$ cat config.mk
export PLATFORM = sky130hd
export DESIGN_NAME = tv_sequencer
export DESIGN_NICKNAME = d
export VERILOG_FILES = /design/src/rtl/tv_pkg.sv /design/src/rtl/tv_mem.sv /design/src/rtl/tv_sequencer.sv
export SDC_FILE = /design/constraint.sdc
export NUM_CORES = 1
export LEC_CHECK = 0
export BUFFER_PORTS_ARGS = -buffer_cell sky130_fd_sc_hd__buf_2
export CORE_UTILIZATION = 55
export CTS_CLUSTER_SIZE = 8
export DETAILED_ROUTE_END_ITERATION = 16
export GPL_TIMING_DRIVEN = 0
export PLACE_DENSITY = 0.74
export SLEW_MARGIN = 0
export SYNTH_ARGS = -nofsm -noshare
export SYNTH_HDL_FRONTEND = slang
export SYNTH_SLANG_ARGS = --single-unit
$ cat constraint.sdc
create_clock -name clk -period 2.71 [get_ports clk]
set_input_delay 0.1355 -clock clk [delete_from_list [all_inputs] [get_ports clk]]
set_output_delay 0.1355 -clock clk [all_outputs]
set_load 0.05 [all_outputs]
$ cat src/rtl/tv_pkg.sv
// Shared types and vector field helpers for the test-vector sequencer.
package tv_pkg;

  typedef enum logic [1:0] {IDLE, APPLY, CHECK, DONE} state_t;

  localparam int ERR_W = 16;
  localparam logic [ERR_W-1:0] ERR_MAX = '1;

  // Helpers work on a fixed wide container; callers cast to the real widths.
  localparam int MAXW = 32;

  // Input field is stored MSB-first for dut_a[0], so it is bit-reversed on the way out.
  function automatic logic [MAXW-1:0] vec_inputs(input logic [MAXW-1:0] v,
                                                 input int nin,
                                                 input int nout);
    logic [MAXW-1:0] field;
    logic [MAXW-1:0] rev;
    field = v >> nout;
    rev   = {<<{field}};
    return rev >> (MAXW - nin);
  endfunction

  function automatic logic [MAXW-1:0] vec_expected(input logic [MAXW-1:0] v,
                                                   input int nout);
    return v & ~({MAXW{1'b1}} << nout);
  endfunction

endpackage

$ cat src/rtl/tv_mem.sv
// Vector memory: synchronous write, asynchronous read, contents not reset.
module tv_mem #(
  parameter int DEPTH = 16,
  parameter int W     = 5
) (
  input  logic                     clk,
  input  logic                     we,
  input  logic [$clog2(DEPTH)-1:0] waddr,
  input  logic [W-1:0]             wdata,
  input  logic [$clog2(DEPTH)-1:0] raddr,
  output logic [W-1:0]             rdata
);

  logic [W-1:0] mem [DEPTH];

  always_ff @(posedge clk) begin
    if (we) mem[waddr] <= wdata;
  end

  assign rdata = mem[raddr];

endmodule

$ cat src/rtl/tv_sequencer.sv
// Applies stored vectors to a small combinational DUT, waits, compares and counts errors.
// Optional TV_STOP_ON_FAIL_EN: halt on the first mismatch and report fail_idx.
module tv_sequencer
  import tv_pkg::*;
#(
  parameter int NIN    = 4,
  parameter int NOUT   = 1,
  parameter int DEPTH  = 16,
  parameter int SETTLE = 2
) (
  input  logic                     clk,
  input  logic                     reset,
  input  logic                     ld_we,
  input  logic [$clog2(DEPTH)-1:0] ld_addr,
  input  logic [NIN+NOUT-1:0]      ld_data,
  input  logic [$clog2(DEPTH):0]   num_vec,
  input  logic                     start,
  input  logic [NOUT-1:0]          dut_y,
  output logic [NIN-1:0]           dut_a,
  output logic                     busy,
  output logic                     done,
  output logic [$clog2(DEPTH):0]   vectornum,
  output logic [ERR_W-1:0]         errors,
  output logic                     pass
`ifdef TV_STOP_ON_FAIL_EN
  ,output logic [$clog2(DEPTH)-1:0] fail_idx
`endif
);

  localparam int AW = $clog2(DEPTH);
  localparam int CW = AW + 1;
  localparam int W  = NIN + NOUT;
  localparam int SW = (SETTLE > 1) ? $clog2(SETTLE) : 1;

  state_t          state, state_nxt;
  logic [CW-1:0]   count_q;
  logic [CW-1:0]   num_clamp;
  logic [SW-1:0]   settle_cnt;
  logic [NOUT-1:0] exp_q;
  logic [AW-1:0]   rd_addr;
  logic [W-1:0]    rd_data;
  logic [NIN-1:0]  vec_a;
  logic [NOUT-1:0] vec_e;
  logic            mem_we;
  logic            settled;
  logic            last_vec;
  logic            mismatch;

  assign busy      = (state == APPLY) || (state == CHECK);
  assign done      = (state == DONE);
  assign pass      = done && (errors == '0);
  assign mem_we    = ld_we && !busy;
  assign num_clamp = (num_vec > CW'(DEPTH)) ? CW'(DEPTH) : num_vec;
  assign settled   = (settle_cnt == SW'(SETTLE - 1));
  assign last_vec  = ((vectornum + CW'(1)) == count_q);
  // 4-state compare so an X or Z from the DUT is scored as a failure in simulation.
  assign mismatch  = (dut_y !== exp_q);

  // While checking, the read port already points at the next vector to apply.
  assign rd_addr = (state == CHECK) ? vectornum[AW-1:0] + AW'(1) : '0;
  assign vec_a   = NIN'(vec_inputs(MAXW'(rd_data), NIN, NOUT));
  assign vec_e   = NOUT'(vec_expected(MAXW'(rd_data), NOUT));

  tv_mem #(
    .DEPTH (DEPTH),
    .W     (W)
  ) u_mem (
    .clk   (clk),
    .we    (mem_we),
    .waddr (ld_addr),
    .wdata (ld_data),
    .raddr (rd_addr),
    .rdata (rd_data)
  );

  always_ff @(posedge clk or posedge reset) begin
    if (reset) state <= IDLE;
    else       state <= state_nxt;
  end

  always_comb begin
    state_nxt = state;
    case (state)
      IDLE, DONE: begin
        if (start) state_nxt = (num_vec == '0) ? DONE : APPLY;
      end
      APPLY: begin
        if (settled) state_nxt = CHECK;
      end
      CHECK: begin
        state_nxt = last_vec ? DONE : APPLY;
`ifdef TV_STOP_ON_FAIL_EN
        if (mismatch) state_nxt = DONE;
`endif
      end
      default: state_nxt = IDLE;
    endcase
  end

  // Datapath: vector drive, settle timing, counters and the error score.
  always_ff @(posedge clk or posedge reset) begin
    if (reset) begin
      dut_a      <= '0;
      exp_q      <= '0;
      vectornum  <= '0;
      errors     <= '0;
      count_q    <= '0;
      settle_cnt <= '0;
`ifdef TV_STOP_ON_FAIL_EN
      fail_idx   <= '0;
`endif
    end else begin
      case (state)
        IDLE, DONE: begin
          if (start) begin
            vectornum  <= '0;
            errors     <= '0;
            count_q    <= num_clamp;
            settle_cnt <= '0;
`ifdef TV_STOP_ON_FAIL_EN
            fail_idx   <= '0;
`endif
            if (num_vec != '0) begin
              dut_a <= vec_a;
              exp_q <= vec_e;
            end
          end
        end
        APPLY: begin
          settle_cnt <= settled ? '0 : settle_cnt + SW'(1);
        end
        CHECK: begin
          vectornum <= vectornum + CW'(1);
          if (mismatch && (errors != ERR_MAX)) errors <= errors + ERR_W'(1);
`ifdef TV_STOP_ON_FAIL_EN
          if (mismatch) fail_idx <= vectornum[AW-1:0];
`endif
          if (state_nxt == APPLY) begin
            dut_a <= vec_a;
            exp_q <= vec_e;
          end
        end
        default: ;
      endcase
    end
  end

endmodule

==> impl_results.md, run 1 <==
- Dpl cell area: 0.00580 sq mm
- Drt first pass iters: 5
- Synth unique cells: 60
- Vias in the first global route: 3745
- Total Wirelength: 12700 um
- Clock skew: 8.66 ps
- Sequential share of the synthesized area: 60.1%
- Global placer's final weighted congestion: 0.845
- Post-synth top flop: edfxtp_1
- Slew Viols, Final: 0
- Period utilisation layout: 94.9%
- Worst slew pin tran: 1000 ps
- Die Footprint: 0.0102 sq mm
- RSZ-0062 raised after global routing: no
- Fillers: 691
- Post-synth EDFFs: 80
- Die Y: 101 um
- First-pass GRT wire length: 19700 um
- Final setup viols: 0
- Gr ovfl total: 0
- Clk sink count: 114
- Status: finished, final reports clean
- H-Tree Depth: 4
- Synth warnings: 0
- Wire per inst: 19.8 um
- PD cells: 924 mW/mm^2
- CTS tree: built
- Min-delay src: ld_data[1]
- Layout cells sized above 1: 23.6%
- Mapped Cells: 425
- Register area: 0.00325 sq mm
- Synth Cell Area: 0.00541 sq mm
- FF-to-FF Start: state[0]
- Pin count of the biggest net entering global routing: 35
- Core ar.: 0.00937 sq mm
- Critical Path Sink Type: register
- Synthesized area per cell: 12.7 sq um
- CTS root buf: clkbuf_8
- Synth Register Bits: 114
- Starting Density: 57.8%
- Post-Place Worst Slack: 205 ps
- Max-Cap Viols: 0
- ANT cells: 0
- Final setup margin: 138 ps
- P&R area growth vs syn: 20.3%
- Chip Width: 101 um
- 1st-iter DRT viols: 280
- HP Class: primary input to register
- VDD IR max: 0.694 mV
- Final Instance Area: 0.00651 sq mm
- CP max FO: 8
- Drt drc: 0
- Vias: 3920
- CTS buffer count: 17
- Worst-path clk slew: 60 ps
- Std cell rows: 35
- Final Hold Vio Count: 0
- Nets@finish: 525
- IO buf count: 45
- Max Buffers Root-to-Sink: 2
- Syn nets: 450
- Utilization after layout: 69.5%
- CP required: 3100 ps
- Detail Route Antenna Nets: 0
- Critical Path Start Type: register
- TNS Setup: 0 ps
- Leakage Power: 0.00244 uW
- FFs w/ async S/R, synth: 29.8%
- HPWL Detailed: 8290 um
- Worst setup path class: register to register
- Multi-input logic area: 0.00200 sq mm
- Total power: 6010 uW
- Initial antenna violation count: 0
- All-Layer GR Usage: 26.7%
- Crit path DAT: 2960 ps
- I/O pins: 47
- Max_slew headroom: 32.6%
- Min cycle time layout: 2570 ps
- CP startpoint: state[0]
- DR vias/cell: 6.11
- Max frequency: 389 MHz
- Clk_lat worst skew: 520 ps
-- path summary, 6_finish.rpt --
check                                   to  slack, ps  cells after the start
hold / removal             u_mem.mem[9][1]         10                      1
min in group asynchronous       count_q[2]        280                      3
setup reg to reg                 errors[8]        140                      7
setup / recovery                 errors[8]        140                      7
hold reg to reg                 count_q[1]        520                      2
max in group asynchronous       errors[15]       1960                      3
-- registers in the layout, summed over array words and instances, names as in the netlist --
| name | flops |
|---|---|
| state | 2 |
| vectornum | 5 |
| errors | 16 |
| u_mem.mem | 80 |
| exp_q | 1 |
| dut_a | 4 |
| count_q | 5 |
| settle_cnt | 1 |
-- layout make-up --
class | instances | share of cell area, %
Clock buffer | 17 | 6.36
Multi-Input combinational cell | 280 | 30.8
Timing Repair Buffer | 56 | 5.15
Tap cell | 129 | 2.48
Clock inverter | 15 | 2.73
Buffer | 23 | 2.08
Sequential cell | 114 | 50.0
Inverter | 8 | 0.461
-- power breakdown --
group	leakage (uW)	switching, uW	internal [uW]
clock network	0.000281	838	1410
registers	0.00117	109	2010
logic	0.000988	1070	582
total	0.00244	2020	4000
-- logic make-up (layout without fill, tap and decap cells) --
kind of cell	after synthesis	in the layout	share of synthesized area, %
simple gates	140	140	14.0
flops	114	114	60.1
mux	27	27	6.70
fa+ha+maj	6	6	1.39
xor+xnor	15	15	3.03
compound gates	92	92	11.7
buf+inv	31	119	3.05
-- per-stage QoR --
stage | hold slack (ps) | cells
floorplan | 234 | 425
global placement | 405 | 599
detailed placement | 427 | 599
CTS | 7.81 | 641
global route | 8.56 | 642
finish | 9.53 | 642
-- layer usage --
metal | share of wire (%) | global-route usage, % | vias up
met3 | 7.1 | 6.35 | 20
met5 | 0 | 0 | -
li1 | - | - | 1788
met2 | 50 | 45.2 | 187
met1 | 41 | 33.7 | 1925
met4 | 1.7 | 9.70 | 0
-- critical path, cell delays in order, from the launching register on --
cell and delay [ps]:
dfrtp_1 430, inv_1 70, ha_1 360, mux2i_1 310, a2111oi_0 720, o2111ai_1 250
xor2_1 240, nor2_1 70
-- synth_stat cells, types with 6 or more instances --
master	count	area, sq um
edfxtp_1	80	2400
dfrtp_1	34	851
nor2_1	31	116
nand2_1	30	113
o21ai_0	19	95.1
mux2i_1	16	160
nand2b_1	16	100
nor3_1	13	65.1
buf_2	12	60.1
o22ai_1	12	75.1
a21oi_1	9	45.0
inv_1	8	30.0
xor2_1	8	70.1
or3_1	7	43.8
ha_1	6	75.1
mux4_2	6	135
nand3_1	6	30.0
nand4_1	6	37.5
-- placed cells by master, fill, tap and decap left out, types with 8 or more instances in the layout --
cell type      netlist  layout
nand2_1             30      30
nor2_1              31      31
xor2_1               8       8
clkbuf_16            0      16
edfxtp_1            80      80
dfrtp_1             34      34
buf_2               12      57
o22ai_1             12      12
a21oi_1              9       9
dlygate4sd3_1        0      11
o21ai_0             19      19
nand2b_1            16      16
nor3_1              13      11
mux2i_1             16      16
-- timing repair --
item | in CTS | in global routing
hold buffers | 10 | 1
endpoints found under the hold margin | 6 | 34
resized for setup | 0 | 2
setup endpoints to repair | 0 | 10
buffers inserted | 0 | 0
(Power assumes the default switching activity.)
==> run 2, diff against run 1 <==
--- a/config.mk
+++ b/config.mk
@@ -5,12 +5,13 @@
 export SDC_FILE = /design/constraint.sdc
 export NUM_CORES = 1
 export LEC_CHECK = 0
+export ABC_AREA = 1
 export BUFFER_PORTS_ARGS = -buffer_cell sky130_fd_sc_hd__buf_2
-export CORE_UTILIZATION = 55
+export CORE_UTILIZATION = 53
 export CTS_CLUSTER_SIZE = 8
 export DETAILED_ROUTE_END_ITERATION = 16
 export GPL_TIMING_DRIVEN = 0
-export PLACE_DENSITY = 0.74
+export PLACE_DENSITY = 0.75
 export SLEW_MARGIN = 0
 export SYNTH_ARGS = -nofsm -noshare
 export SYNTH_HDL_FRONTEND = slang
==> constraint.sdc (replaced) <==
create_clock -name clk -period 2.3 [get_ports clk]
set_input_delay 0.115 -clock clk [delete_from_list [all_inputs] [get_ports clk]]
set_output_delay 0.115 -clock clk [all_outputs]
set_load 0.05 [all_outputs]
==> impl_results.md, run 2 <==
- Status: finished with violations
- Failing checks: hold timing
- Cells taking the most area after synthesis: edfxtp_1 46%, dfrtp_1 16%, nand2_1 9.0%
- RSZ-0062 raised after global routing: no
- Top Registers: u_mem.mem: 80 flops, errors: 16 flops
- Cell taking the most area after synthesis: edfxtp_1
- Final setup viols: 0
- Critical Path Sink Type: register
- PD cells: 1060 mW/mm^2
- Largest register FFs: 80
- Power share of the clock group: 37.2%
- Initial antenna violation count: 0
- Wire per inst: 16.6 um
- Starting Density: 54.4%
- H-Tree Depth: 4
- Synth unique cells: 29
- I/O pins: 47
- Min cycle time layout: 2090 ps
- CP bufs+invs: 1
- Max incr delay on CP: 450 ps
- Leakage Power: 0.00265 uW
- Sw Ratio: 34.6%
- Slew Viols, Final: 0
- Std cell rows: 36
- FFs w/ async S/R, synth: 29.8%
- TNS Setup: 0 ps
- CTS tree: built
- Syn nets: 565
- Utilization after layout: 66.1%
- Detail Route Antenna Nets: 0
- Multiplexer area fraction after synthesis: 0%
- Max frequency: 477 MHz
- Most flop-heavy register: u_mem.mem
- Total power: 6800 uW
- CTS root buf: clkbuf_8
- Top-count cell post-synth: nand2_1
- 1st-iter DRT viols: 327
- Worst setup path class: register to register
- Worst slew pin tran: 668 ps
- Post-synth EDFFs: 80
- Vias in the first global route: 4004
- CP max FO: 10
- Fin cells: 764
- Nets@finish: 643
- Met2 GRT Util: 42.6%
- Final Hold Vio Count: 11
- Most used cell, CP: nand2_1
- Clock skew: 7.21 ps
- IO buf count: 46
- Worst Hold Depth: 1
- WHS: -3.15 ps
- GR peak layer: met2
- Adder-Cell Fraction of Synth Area: 1.42%
- Vias: 4248
- CTS buffer count: 17
- Period utilisation layout: 91.1%
- Crit path DAT: 2560 ps
- Crit-path cells: ha_1, nand2_2, clkbuf_2, o21ai_0, o21ai_1, o211ai_1, nand2_1, nand3_1, nand2_1
- Max_slew headroom: 55.0%
- Top cells by count, synth: 126 x nand2_1, 81 x nor2_1, 80 x edfxtp_1
- VDD IR max: 0.656 mV
- Met1 Resource Use GR: 32.3%
- Commonest non-fill, non-tap cell in the layout: nand2_1
- Critical Path Start Type: register
- Core ar.: 0.00968 sq mm
- Critical R2R Capture: dut_a[2]
- Hold worst-path end: u_mem.mem[14][4]
- Clk sink count: 114
- Most frequent cells in the layout: 124 x nand2_1, 81 x nor2_1, 80 x edfxtp_1
- Post-CTS setup buffers: 0
- Worst R2R Setup Slack: 210 ps
- First-pass GRT wire length: 19400 um
- Chip Width: 102 um
- Pin count of the biggest net entering global routing: 35
- Mapped Cells: 540
- Synth warnings: 0
- Post-Place Cells: 719
- Top delay family on crit path: compound AO/OA/AOI/OAI gates
- Final setup margin: 205 ps
- Int Power: 4440 uW
- Min-delay src: ld_data[4]
- Max-Cap Viols: 0
- Simple-gate share of the synthesized area: 21.0%
- Post-Place Worst Slack: -131 ps
- Die Y: 102 um
- All-Layer GR Usage: 25.9%
- Synth top area share: 45.6%
- ANT cells: 0
- Layout cells sized above 1: 16.3%
- Sequential share of the synthesized area: 61.7%
- FF-to-FF Start: vectornum[0]
- Critical path's slowest cell: dfrtp_1
- Synthesized area per cell: 9.76 sq um
- Worst-path clk slew: 60 ps
- Drt first pass iters: 5
- CP required: 2770 ps
- P&R area growth vs syn: 21.6%
- Drt drc: 0
- Synth Cell Area: 0.00527 sq mm
- DR vias/cell: 5.56
- Clk_lat worst skew: 530 ps
- Routing usage on met3: 6.49%
- Max Buffers Root-to-Sink: 2
- Post-synth top flop: edfxtp_1
- Largest family of logic cells by synthesized area: simple AND/OR/NAND/NOR gates
- HP Class: primary input to register
- Compound-Gate Fraction of Synth Area: 9.12%
- Die Footprint: 0.0103 sq mm
- Net switching power: 2350 uW
- Comb pwr share: 26.1%
- Gr ovfl total: 0
- Synth Register Bits: 114
- XOR/XNOR share of the synthesized area: 1.99%
- Worst-case reg-to-reg path depth: 9
- Total Wirelength: 12700 um
- Global placer's final weighted congestion: 0.872
- HPWL Detailed: 8320 um
- Sequential share of power: 36.7%
[run 2: changes by cell type after synthesis, sizes merged, moves of 7 or more]
| cell | change |
|---|---|
| nor3 | -11 |
| nand2 | +98 |
| o21ai | +30 |
| a21oi | -13 |
| mux2i | -16 |
| nor2 | +51 |
| or3 | -7 |
| nand3 | +29 |
| o31ai | +7 |
| inv | +32 |
| nand2b | -16 |
[run 2: layout make-up]
| type | count | area [sq um] |
|---|---|---|
| Fill cell | 757 | 3280 |
| Sequential cell | 114 | 3250 |
| Multi-Input combinational cell | 367 | 1780 |
| Clock buffer | 17 | 414 |
| Timing Repair Buffer | 59 | 378 |
| Tap cell | 133 | 166 |
| Clock inverter | 15 | 158 |
| Inverter | 40 | 150 |
| Buffer | 19 | 111 |
[run 2: cells by family after synthesis]
group,Yosys count
flops,114
xor+xnor,12
fa+ha+maj,6
compound gates,82
simple gates,267
buf+inv,59
[run 2: worst register-to-register path: cells and delay by family, from the launching register on]
| family | cells | cell delay [ps] |
|---|---|---|
| AOI/OAI and AO/OA | 3 | 510 |
| and+or+nand+nor | 4 | 450 |
| buffers and inverters | 1 | 270 |
| DFF | 1 | 450 |
| adders and majority gates | 1 | 360 |
[run 2: worst max path at each step]
stage,depth (start not counted),start,to
floorplan,11,state[0],errors[12]
global placement,9,vectornum[0],dut_a[2]
detailed placement,9,vectornum[0],dut_a[2]
CTS,9,vectornum[0],dut_a[3]
global route,11,vectornum[0],dut_a[0]
finish,9,vectornum[0],dut_a[2]
[run 2: through the flow]
stage	area, sq um	hold slack (ps)
2_1_floorplan	5270	214
3_3_place_gp	5670	378
3_5_place_dp	5670	396
4_1_cts	6360	3.65
5_1_grt	6410	2.05
6_report	6410	-3.15
[run 2: power groups by stage]
stage	registers (uW)	logic [uW]	clock network [uW]
global placement	2520	1640	0
detailed placement	2530	1680	0
global route	2510	1960	2620
finish	2490	1770	2530
CTS	2490	1740	2530
floorplan	2680	1070	0
[run 2: layer usage]
metal / routed length (um) / up-vias
met2: 6290 / 189
met5: 0 / -
met4: 240 / 0
met1: 5310 / 2012
met3: 821 / 33
li1: - / 2014
[run 2: repair_timing]
action                                  CTS  global route
pin swaps                                 0             0
endpoints found under the setup margin    3            12
endpoints found under the hold margin    71             0
resized for setup                         1            16
hold buffers                             12             0
